[src/rtl/lc3_mem_arbiter.sv]
// Shares the single LC-3 SRAM port between the CPU control FSM and the loader/debug port.
// Each access holds mem_en for WAIT_STATES cycles, then pulses cpu_ready or ldr_ack for one cycle.
//
//   state  | meaning
//   IDLE   | no access in flight; arbitrate cpu_cs / ldr_req
//   ACCESS | mem_en high, counting down the wait states
//   RESP   | one-cycle completion pulse to the owner

module lc3_mem_arbiter #(
    parameter int ADDR_W      = 16,
    parameter int DATA_W      = 16,
    parameter int WAIT_STATES = 2
) (
    input  logic              CLK,
    input  logic              RESET,
    input  logic              cpu_cs,
    input  logic              cpu_we,
    input  logic [ADDR_W-1:0] cpu_addr,
    input  logic [DATA_W-1:0] cpu_wdata,
    output logic [DATA_W-1:0] cpu_rdata,
    output logic              cpu_ready,
    input  logic              ldr_req,
    input  logic              ldr_we,
    input  logic [ADDR_W-1:0] ldr_addr,
    input  logic [DATA_W-1:0] ldr_wdata,
    output logic [DATA_W-1:0] ldr_rdata,
    output logic              ldr_ack,
    output logic              mem_en,
    output logic              mem_we,
    output logic [ADDR_W-1:0] mem_addr,
    output logic [DATA_W-1:0] mem_wdata,
    input  logic [DATA_W-1:0] mem_rdata,
    output logic              owner
);

    localparam int               CNT_W    = $clog2(WAIT_STATES) + 1;
    localparam logic [CNT_W-1:0] CNT_INIT = CNT_W'(WAIT_STATES - 1);
    localparam logic             OWN_CPU  = 1'b0;
    localparam logic             OWN_LDR  = 1'b1;

    typedef enum logic [1:0] {
        IDLE   = 2'd0,
        ACCESS = 2'd1,
        RESP   = 2'd2
    } state_t;

    state_t           state;
    state_t           state_nxt;
    logic [CNT_W-1:0] cnt;
    logic             we_q;
    logic             owner_q;
    logic             last_owner;
    logic             grant;
    logic             grant_ldr;

    always_ff @(posedge CLK or posedge RESET) begin
        if (RESET) begin
            state <= IDLE;
        end else begin
            state <= state_nxt;
        end
    end

    always_comb begin
        state_nxt = state;
        grant     = 1'b0;
        grant_ldr = 1'b0;
        mem_en    = 1'b0;
        mem_we    = 1'b0;
        cpu_ready = 1'b0;
        ldr_ack   = 1'b0;
        case (state)
            IDLE: begin
                if (cpu_cs || ldr_req) begin
                    grant = 1'b1;
                    // On a tie the side that was not served last wins.
                    if (cpu_cs && ldr_req) begin
                        grant_ldr = (last_owner == OWN_CPU);
                    end else begin
                        grant_ldr = ldr_req;
                    end
                    state_nxt = ACCESS;
                end
            end
            ACCESS: begin
                mem_en = 1'b1;
                mem_we = we_q;
                if (cnt == '0) begin
                    state_nxt = RESP;
                end
            end
            RESP: begin
                cpu_ready = (owner_q == OWN_CPU);
                ldr_ack   = (owner_q == OWN_LDR);
                state_nxt = IDLE;
            end
            default: begin
                state_nxt = IDLE;
            end
        endcase
    end

    always_ff @(posedge CLK or posedge RESET) begin
        if (RESET) begin
            cnt        <= '0;
            we_q       <= 1'b0;
            owner_q    <= OWN_CPU;
            last_owner <= OWN_LDR;
            mem_addr   <= '0;
            mem_wdata  <= '0;
            cpu_rdata  <= '0;
            ldr_rdata  <= '0;
        end else begin
            if (grant) begin
                cnt     <= CNT_INIT;
                owner_q <= grant_ldr;
                if (grant_ldr) begin
                    we_q      <= ldr_we;
                    mem_addr  <= ldr_addr;
                    mem_wdata <= ldr_wdata;
                end else begin
                    we_q      <= cpu_we;
                    mem_addr  <= cpu_addr;
                    mem_wdata <= cpu_wdata;
                end
            end
            if (state == ACCESS) begin
                if (cnt != '0) begin
                    cnt <= cnt - CNT_W'(1);
                end else if (!we_q) begin
                    // SRAM data is valid at the edge that ends the last ACCESS cycle.
                    if (owner_q == OWN_LDR) begin
                        ldr_rdata <= mem_rdata;
                    end else begin
                        cpu_rdata <= mem_rdata;
                    end
                end
            end
            if (state == RESP) begin
                last_owner <= owner_q;
            end
        end
    end

    assign owner = owner_q;

endmodule

[config.mk]
export PLATFORM = sky130hd
export DESIGN_NAME = lc3_mem_arbiter
export DESIGN_NICKNAME = d
export VERILOG_FILES = /design/src/rtl/lc3_mem_arbiter.sv
export SDC_FILE = /design/constraint.sdc
export NUM_CORES = 1
export LEC_CHECK = 0
export CAP_MARGIN = 25
export CORE_MARGIN = 5
export CORE_UTILIZATION = 35
export CTS_CLUSTER_DIAMETER = 200
export DETAILED_ROUTE_END_ITERATION = 8
export GPL_TIMING_DRIVEN = 0
export PLACE_DENSITY_LB_ADDON = 0.12
export REMOVE_ABC_BUFFERS = 1
export SYNTH_ARGS = -nofsm -noshare
export SYNTH_HDL_FRONTEND = slang
export SYNTH_SLANG_ARGS = --single-unit
[constraint.sdc]
create_clock -name CLK -period 2.18 [get_ports CLK]
set_input_delay 0.436 -clock CLK [delete_from_list [all_inputs] [get_ports CLK]]
set_output_delay 0.436 -clock CLK [all_outputs]
set_load 0.03 [all_outputs]
==> impl_metrics.ini <==
[power_and_ir_drop]
pwr-share-clk_pct = 15.0
p_per_area_nw_per_um2 = 1630
ir_worst_vdd_mv = 0.675
swShare_pct = 42.9
net-switching-power_uw = 3640
power_frac_comb_pct = 56.6
p_leak_uw = 0.00206
p_int_uw = 4850
power_frac_seq_pct = 28.4

[logic_synthesis]
synth_edf_count = 0
synth_top_area_share_pct = 54.5
yosysSeqAreaShare_pct = 55.3
synth_top_cell_by_area = dfrtp_1
syn-cell-area_um2 = 3220
synth_ff_type = dfrtp_1
syn_inst = 288
async_flop_share_pct = 100
yosys-top-cells-area = dfrtp_1 (54%), mux2_2 (11%), nand4_1 (6.4%), o211ai_1 (5.8%), o21ai_0 (5.3%)
yosysUniqueCellTypes = 26
yosys_warnings = 0
avgSynthCellArea_um2 = 11.2
ys_ff_latch = 71

[sta]
skew_ps = 7.53
final_max_slew_viol_count = 0
finalSetupTns_ps = 0
worst_pin_slew_ps = 821
setup_viol = 0
rsz0062_at_grt = yes
fmax_mhz = 488
hold_viol_final = 0
relSlewSlack_pct = 45.2
min_period_ps = 2050
period_share_pct = 94.1

[flow_run]
drv_cap = 0

[die]
num_rows = 35
design.core.area_um2 = 9110
fp.dieW_um = 106
ios = 155
die_area_um2 = 11200
die_y_um = 106
start_util_pct = 35.3

[global_route]
grt_overflow = 0
antenna_found_initial = 0
track_usage_pct = 18.1
grt_max_degree = 62
grt_pass1_vias = 3057
grt_pass1_wl_um = 16200

[clock_tree]
path_clk_slew_ps = 80
cts_tree = done
cts_sinks = 71
insertion_delay_ps = 340
cts-root-buf = clkbuf_8
cts_hold_buf = 0
cts-htree-levels = 3
cts_max_path_buffers = 2
cts_inserted_buffers = 9

[critical_path]
critical_path_class = reg2out
endpoint_kind = primary output
cp.required_ps = 1740
worst_setup_path_start_kind = flop
worstPathArrival_ps = 1610
cp_max_fo = 8

[drt]
drtAntennaViolNets = 0
drt_iter0_drc = 127
dr.pass1.iters = 4
drc = 0
wirelength_um = 10200
via_count = 2953
vias_per_cell = 5.39
wl_per_cell_um = 18.6

[status]
outcome = finished clean

[placed_design]
globalplace.congestion = 0.749
placed_cells = 530
dpl.hpwl_um = 6830
place_area_um2 = 4940
numPortBuffers = 154

[finish]
drive_gt1_share_pct = 16.2
fin_util_pct = 57.3
stdcell_area_um2 = 5220
area_delta_synth_final_pct = 62.3
diodes = 0
stdcell_count = 548
fill_cells = 810
finalNetCount = 518

[worst_hold_path]
worst_hold_path_type = in2async
[cell usage after synthesis, drive strengths merged (2+ instances only)]
cell	number
dfrtp	70
o21ai	34
nand4	33
mux2	32
nand3	25
o211ai	25
clkbuf	21
inv	10
buf	8
o311ai	8
nand2	4
nor2	3
a21o	2
and3	2
or2	2
[final timing paths]
check                               end  slack (ps)  cells after the start    startpoint
setup / recovery                 mem_we         130                      3      state[1]
hold / removal             ldr_rdata[5]         350                      2         RESET
setup reg to reg           mem_addr[10]         250                      4      state[1]
hold reg to reg            ldr_rdata[3]         510                      1  ldr_rdata[3]
max in group asynchronous    last_owner        1240                      3         RESET
min in group CLK           ldr_rdata[3]         510                      1  ldr_rdata[3]
[stage by stage]
| stage | hold slack [ps] | total power, µW | setup WS (ps) |
|---|---|---|---|
| 2_1_floorplan | 494 | 5050 | -1410 |
| 3_3_place_gp | 487 | 6800 | -3030 |
| 3_5_place_dp | 491 | 7210 | -869 |
| 4_1_cts | 333 | 8540 | 32.7 |
| 5_1_grt | 348 | 9010 | -23.1 |
| 6_report | 350 | 8490 | 130 |
[sequential cells by signal, indices dropped and copies added (netlist names)]
signal	count
owner	1
last_owner	1
state	2
cpu_rdata	16
we_q	1
mem_wdata	16
ldr_rdata	16
cnt	2
mem_addr	16
[power groups by stage]
stage | sequential, µW | clock [µW] | combinational [µW]
finish | 2410 | 1280 | 4800
global route | 2500 | 1370 | 5130
CTS | 2390 | 1320 | 4830
detailed placement | 2410 | 0 | 4800
global placement | 2370 | 0 | 4420
floorplan | 3620 | 0 | 1430
[layout make-up]
cell class                      count  area (µm²)  area share, %
Clock buffer                        9         124           2.37
Clock inverter                      7         121           2.33
Multi-Input combinational cell    179        1310           25.0
Timing Repair Buffer              161        1710           32.7
Tap cell                          111         139           2.66
Inverter                           10        40.0          0.767
Sequential cell                    71        1780           34.1
[what timing repair did]
action | CTS | global route
gates resized for setup | 11 | 2
pin swaps | 1 | 1
setup endpoints to repair | 57 | 18
buffers inserted | 1 | 0
gates cloned | 0 | 1
[metal layers]
metal	global-route usage (%)	up-vias	share of wire (%)
met3	7.29	17	10
met1	22.9	1419	42
li1	-	1377	-
met5	0	-	0
met4	6.01	0	1.6
met2	28.2	140	46
[critical path, cell delays in order (launching register included)]
cell and delay (ps):
dfrtp_2 510, nor2b_2 230, and2_1 150, dlygate4sd2_1 390
[kinds of logic (layout without fill, tap and decap cells)]
family / count (synthesis) / count (layout) / share of synthesized area [%]
AND/OR/NAND/NOR: 74 / 75 / 14.0
AO/OA/AOI/OAI: 72 / 72 / 14.5
flip-flops: 71 / 71 / 55.3
buffers and inverters: 39 / 187 / 5.02
multiplexers: 32 / 32 / 11.2
[placed cells by master (no fill, tap or decap), types with 2 or more instances in the layout]
master           count
inv_1                9
nand3_1             25
clkbuf_8             9
o311ai_0             8
bufinv_16            3
dfrtp_2              2
dlygate4sd2_1        5
mux2_2              32
nor2_2               2
o21ai_0             34
nand2_1              2
nand2_2              2
clkdlybuf4s50_1    149
dfrtp_1             68
nand4_1             33
clkinv_4             3
a21o_1               2
o211ai_1            25
buf_16               5
No activity file was read; power rests on OpenSTA's default activity.
==> RTL edit 1, RTL diff (same settings) <==
Reset style: synchronous (`RESET`), changed in 2 clocked blocks.
--- a/src/rtl/lc3_mem_arbiter.sv
+++ b/src/rtl/lc3_mem_arbiter.sv
@@ -53,7 +53,7 @@
     logic             grant;
     logic             grant_ldr;
 
-    always_ff @(posedge CLK or posedge RESET) begin
+    always_ff @(posedge CLK) begin
         if (RESET) begin
             state <= IDLE;
         end else begin
@@ -100,7 +100,7 @@
         endcase
     end
 
-    always_ff @(posedge CLK or posedge RESET) begin
+    always_ff @(posedge CLK) begin
         if (RESET) begin
             cnt        <= '0;
             we_q       <= 1'b0;
Formal check against the unedited RTL: differs if RESET is asserted again (counterexample within 4 cycles, from zero or initial values and one cycle with RESET high); with RESET held inactive, the same outputs for 10 cycles.
==> RTL edit 1 against the unedited design <==
- area after synthesis decreased by 6.0%
- global-route usage decreased by 0.13 points
- final area decreased by 5.6%
- sequential cell count unchanged
- wire length decreased by 5.3%
- worst setup slack improved by 0.098 ns
- via count increased by 2.5%
- critical path type is now register to register
- critical endpoint is now ldr_rdata[4]$_SDFFE_PP0P_
- highest routed layer unchanged
Power is not compared: it rests on default switching activity, and its combinational part moved more than twofold at a synthesized area within 25%.
==> RTL edit 1: results (changes against the unedited design) <==
grt met3 use: 8.80% (+1.5 points)
mux share of post-synthesis cell area: 5.30% (-5.9 points)
Crit path max-delay family: simple AND/OR/NAND/NOR gates
worst setup path endpoint: ldr_rdata[4]$_SDFFE_PP0P_
1st-iter DRT viols: 70 (-45%)
skew final: 0.00983 ns (+0.00230 ns)
met2 usage: 28.6% (+0.33 points)
CP max-delay cell: nand3_1
vias per cell: 5.07 (-5.9%)
nets@finish: 571 (+10%)
met1 usage: 21.8% (-1.1 points)
status: completed
GP Congestion: 0.742 (-0.89%)
vias in the first global route: 3025 (-1.0%)
CP arrival: 2.19 ns (+0.58 ns)
post-synthesis sequential area ratio: 47.0% (-8.3 points)
Hold Slack: 0.455 ns (+0.105 ns)
ys async rst share: 0% (-100 points)
flop-to-flop setup slack: 0.23 ns (-0.02 ns)
drt wl/cell: 16.2 um (-13%)
Netlist cell types: 29 (+12%)
Max IR drop VDD: 0.383 mV
post-CTS setup buffers: 0 (-1)
Critical Path Max Stage Delay: 0.75 ns (+0.24 ns)
layout cells sized above 1: 9.41% (-6.8 points)
yosys synthesis warning count: 0 (unchanged)
Worst Hold Class: register to register
GRT Resource Usage Total: 18.0% (-0.13 points)
largest net degree at the start of global routing: 34 (-45%)
TritonRoute pass-1 iters: 6 (+2)
hpwl dp: 6.63 mm (-2.8%)
Clock Latency Late Sink: 0.34 ns (about the same)
slew margin rel.: 34.0% (-11 points)
most frequent cells after synthesis: dfxtp_1 (71), nor2_1 (38), inv_1 (36), a21oi_1 (35), o32ai_1 (33)
first-pass GRT wire length: 15.0 mm (-7.4%)
RTL edit 1: cell types whose count changed in the layout (fill, tap and decap cells not counted), moves of 25 or more:
cell      change
a21oi_1      +34
dfrtp_1      -68
dfxtp_1      +69
inv_1        +26
mux2_2       -32
nand4_1      -33
nor2_1       +36
o211ai_1     -25
o21ai_0      -32
o32ai_1      +33
RTL edit 1: layer usage:
layer	wire, um	up-vias
met5	0	-
met4	110	0
met3	1160	8
met2	4470	120
met1	3920	1414
li1	-	1485
RTL edit 1: final cells by class:
class | instances | area, um^2
Fill cell | 764 | 3620
Timing Repair Buffer | 157 | 1610
Sequential cell | 71 | 1420
Multi-Input combinational cell | 209 | 1380
Clock buffer | 12 | 165
Inverter | 36 | 139
Tap cell | 108 | 135
Clock inverter | 3 | 65.1
Timing Repair inverter | 1 | 5.00
RTL edit 1: what timing repair did:
| item | in CTS | in global routing |
|---|---|---|
| hold buffers | 0 | 0 |
| gates resized for setup | 10 | 2 |
| pin swaps | 1 | 0 |
| cloned | 2 | 0 |
| setup endpoints to repair | 68 | 5 |
RTL edit 1: stage by stage:
stage / area [um^2] / total power [mW] / std cells / util (%) / setup slack [ns]
global route: 4930 / 3.82 / 597 / 57.6 / 0.0175
finish: 4930 / 3.64 / 597 / 57.6 / 0.227
detailed placement: 4670 / 2.46 / 580 / 54.6 / -1.68
floorplan: 2900 / 1.97 / 315 / - / -0.918
CTS: 4920 / 3.68 / 597 / 57.5 / 0.0367
global placement: 4580 / 2.42 / 577 / 53.5 / -2.69
RTL edit 1: where the power goes:
group / internal (mW) / switching (mW)
registers: 1.40 / 0.0649
clock network: 0.731 / 0.475
logic: 0.438 / 0.533
total: 2.57 / 1.07
==> RTL edit 2, RTL diff (same settings) <==
Made on the original files. Set the parameter `DATA_W` to 18 (it was 16).
--- a/src/rtl/lc3_mem_arbiter.sv
+++ b/src/rtl/lc3_mem_arbiter.sv
@@ -8,7 +8,7 @@
 
 module lc3_mem_arbiter #(
     parameter int ADDR_W      = 16,
-    parameter int DATA_W      = 16,
+    parameter int DATA_W      = 18,
     parameter int WAIT_STATES = 2
 ) (
     input  logic              CLK,
Interface: changed (6 resized); port bits go from 155 to 167. No check against the original RTL was run, so the function may have changed too.
==> RTL edit 2 against the unedited design <==
- final area increased by 7.1%
- wire length is 4.0% higher
- largest cell class unchanged
- area after synthesis rose by 9.2%
- via count grew 1.4%
- global-route usage shrank 0.68 points
- count of clock-buffer cells in the layout increased by 1
- register-to-register slack got worse by 0.09 ns
- highest routed layer unchanged
- total power up 5.5%
- sequential cell count rose by 6
- worst setup slack worse by 0.0042 ns
==> RTL edit 2: results (changes against the unedited design) <==
status: completed
Inverters, non-clock: 2 (-8)
switch share: 42.1% (-0.75 points)
# placed instances: 547 (+3.2%)
pre-CTS setup slack: -1.25 ns (-0.378 ns)
power density over the cells: 1600 nW/um^2 (-1.5%)
largest net degree at the start of global routing: 55 (-11%)
# Taps: 133 (+20%)
layout cells sized above 1: 16.7% (+0.42 points)
CLK BUF: 10 (+1)
clk sinks: 77 (+8.5%)
skew final: 0.0152 ns (+0.00766 ns)
Seq/total area: 34.5% (+0.40 points)
largest cells by area after synthesis: dfrtp_1 (54%), mux2_2 (12%), a221o_1 (10%), and4_1 (8.7%), and3_1 (6.4%)
met2 routed WL: 4.96 mm (+5.1%)
1st-iter DRT viols: 111 (-13%)
Seq pwr share: 29.3% (+0.9 points)
post-synthesis sequential area ratio: 54.9% (-0.37 points)
post-route minimum period: 2.05 ns (+0.00421 ns)
P_leak: 2.39 nW (+16%)
critical path peak fanout: 5 (-3)
met3 WL: 1.03 mm (-3.5%)
bufs w/o clock: 171 (+6.2%)
first-pass GRT wire length: 16.5 mm (+1.6%)
nets@finish: 519 (+0.19%)
DRT met1 WL: 4.59 mm (+7.7%)
Worst Tran Pin Value: 0.514 ns (-0.308 ns)
Final clock-cell share: 3.98% (-0.71 points)
Fillers: 888 (+9.6%)
met1 usage: 22.7% (-0.20 points)
Critical Path Max Stage Delay: 0.46 ns (-0.05 ns)
most frequent cells after synthesis: dfrtp_1 (76), and3_1 (36), mux2_2 (36), a221o_1 (35), and4_1 (35)
met2 usage: 27.6% (-0.63 points)
CP max-delay cell: dfrtp_1
grt met3 use: 7.05% (-0.24 points)
post-CTS setup buffers: 0 (-1)
sw power: 3.77 mW (+3.7%)
flop-to-flop setup slack: 0.16 ns (-0.09 ns)
Placed Instance Area: 5330 um^2 (+8.0%)
GP Congestion: 0.735 (-1.9%)
Mapped Cells: 270 (-6.3%)
CTS clock-pin slew for the worst setup and hold paths: 0.10 ns (+0.02 ns)
Signal buf overhead: 31.5% (-1.2 points)
[RTL edit 2: repair_timing]
item / 4_1_cts / 5_1_grt
cloned: 1 / 1
pin swaps: 1 / 1
setup endpoints to repair: 42 / 20
gates resized for setup: 13 / 0
endpoints found under the hold margin: 0 / 0
[RTL edit 2: final timing paths]
kind / cells after the start / to / start
worst max-delay path: 3 / mem_we / state[0]$_DFFE_PP0P_
worst min-delay path: 2 / ldr_rdata[4]$_DFFE_PP0P_ / RESET
worst max register to register: 4 / mem_wdata[6]$_DFFE_PP0P_ / state[0]$_DFFE_PP0P_
worst min register to register: 1 / ldr_rdata[10]$_DFFE_PP0P_ / ldr_rdata[10]$_DFFE_PP0P_
max in group asynchronous: 3 / mem_addr[5]$_DFFE_PP0P_ / RESET
min in group CLK: 1 / ldr_rdata[10]$_DFFE_PP0P_ / ldr_rdata[10]$_DFFE_PP0P_
[RTL edit 2: cell families after synthesis]
group | synth area share [%]
compound gates | 11.2
simple gates | 18.5
mux | 11.5
buf+inv | 3.85
flops | 54.9
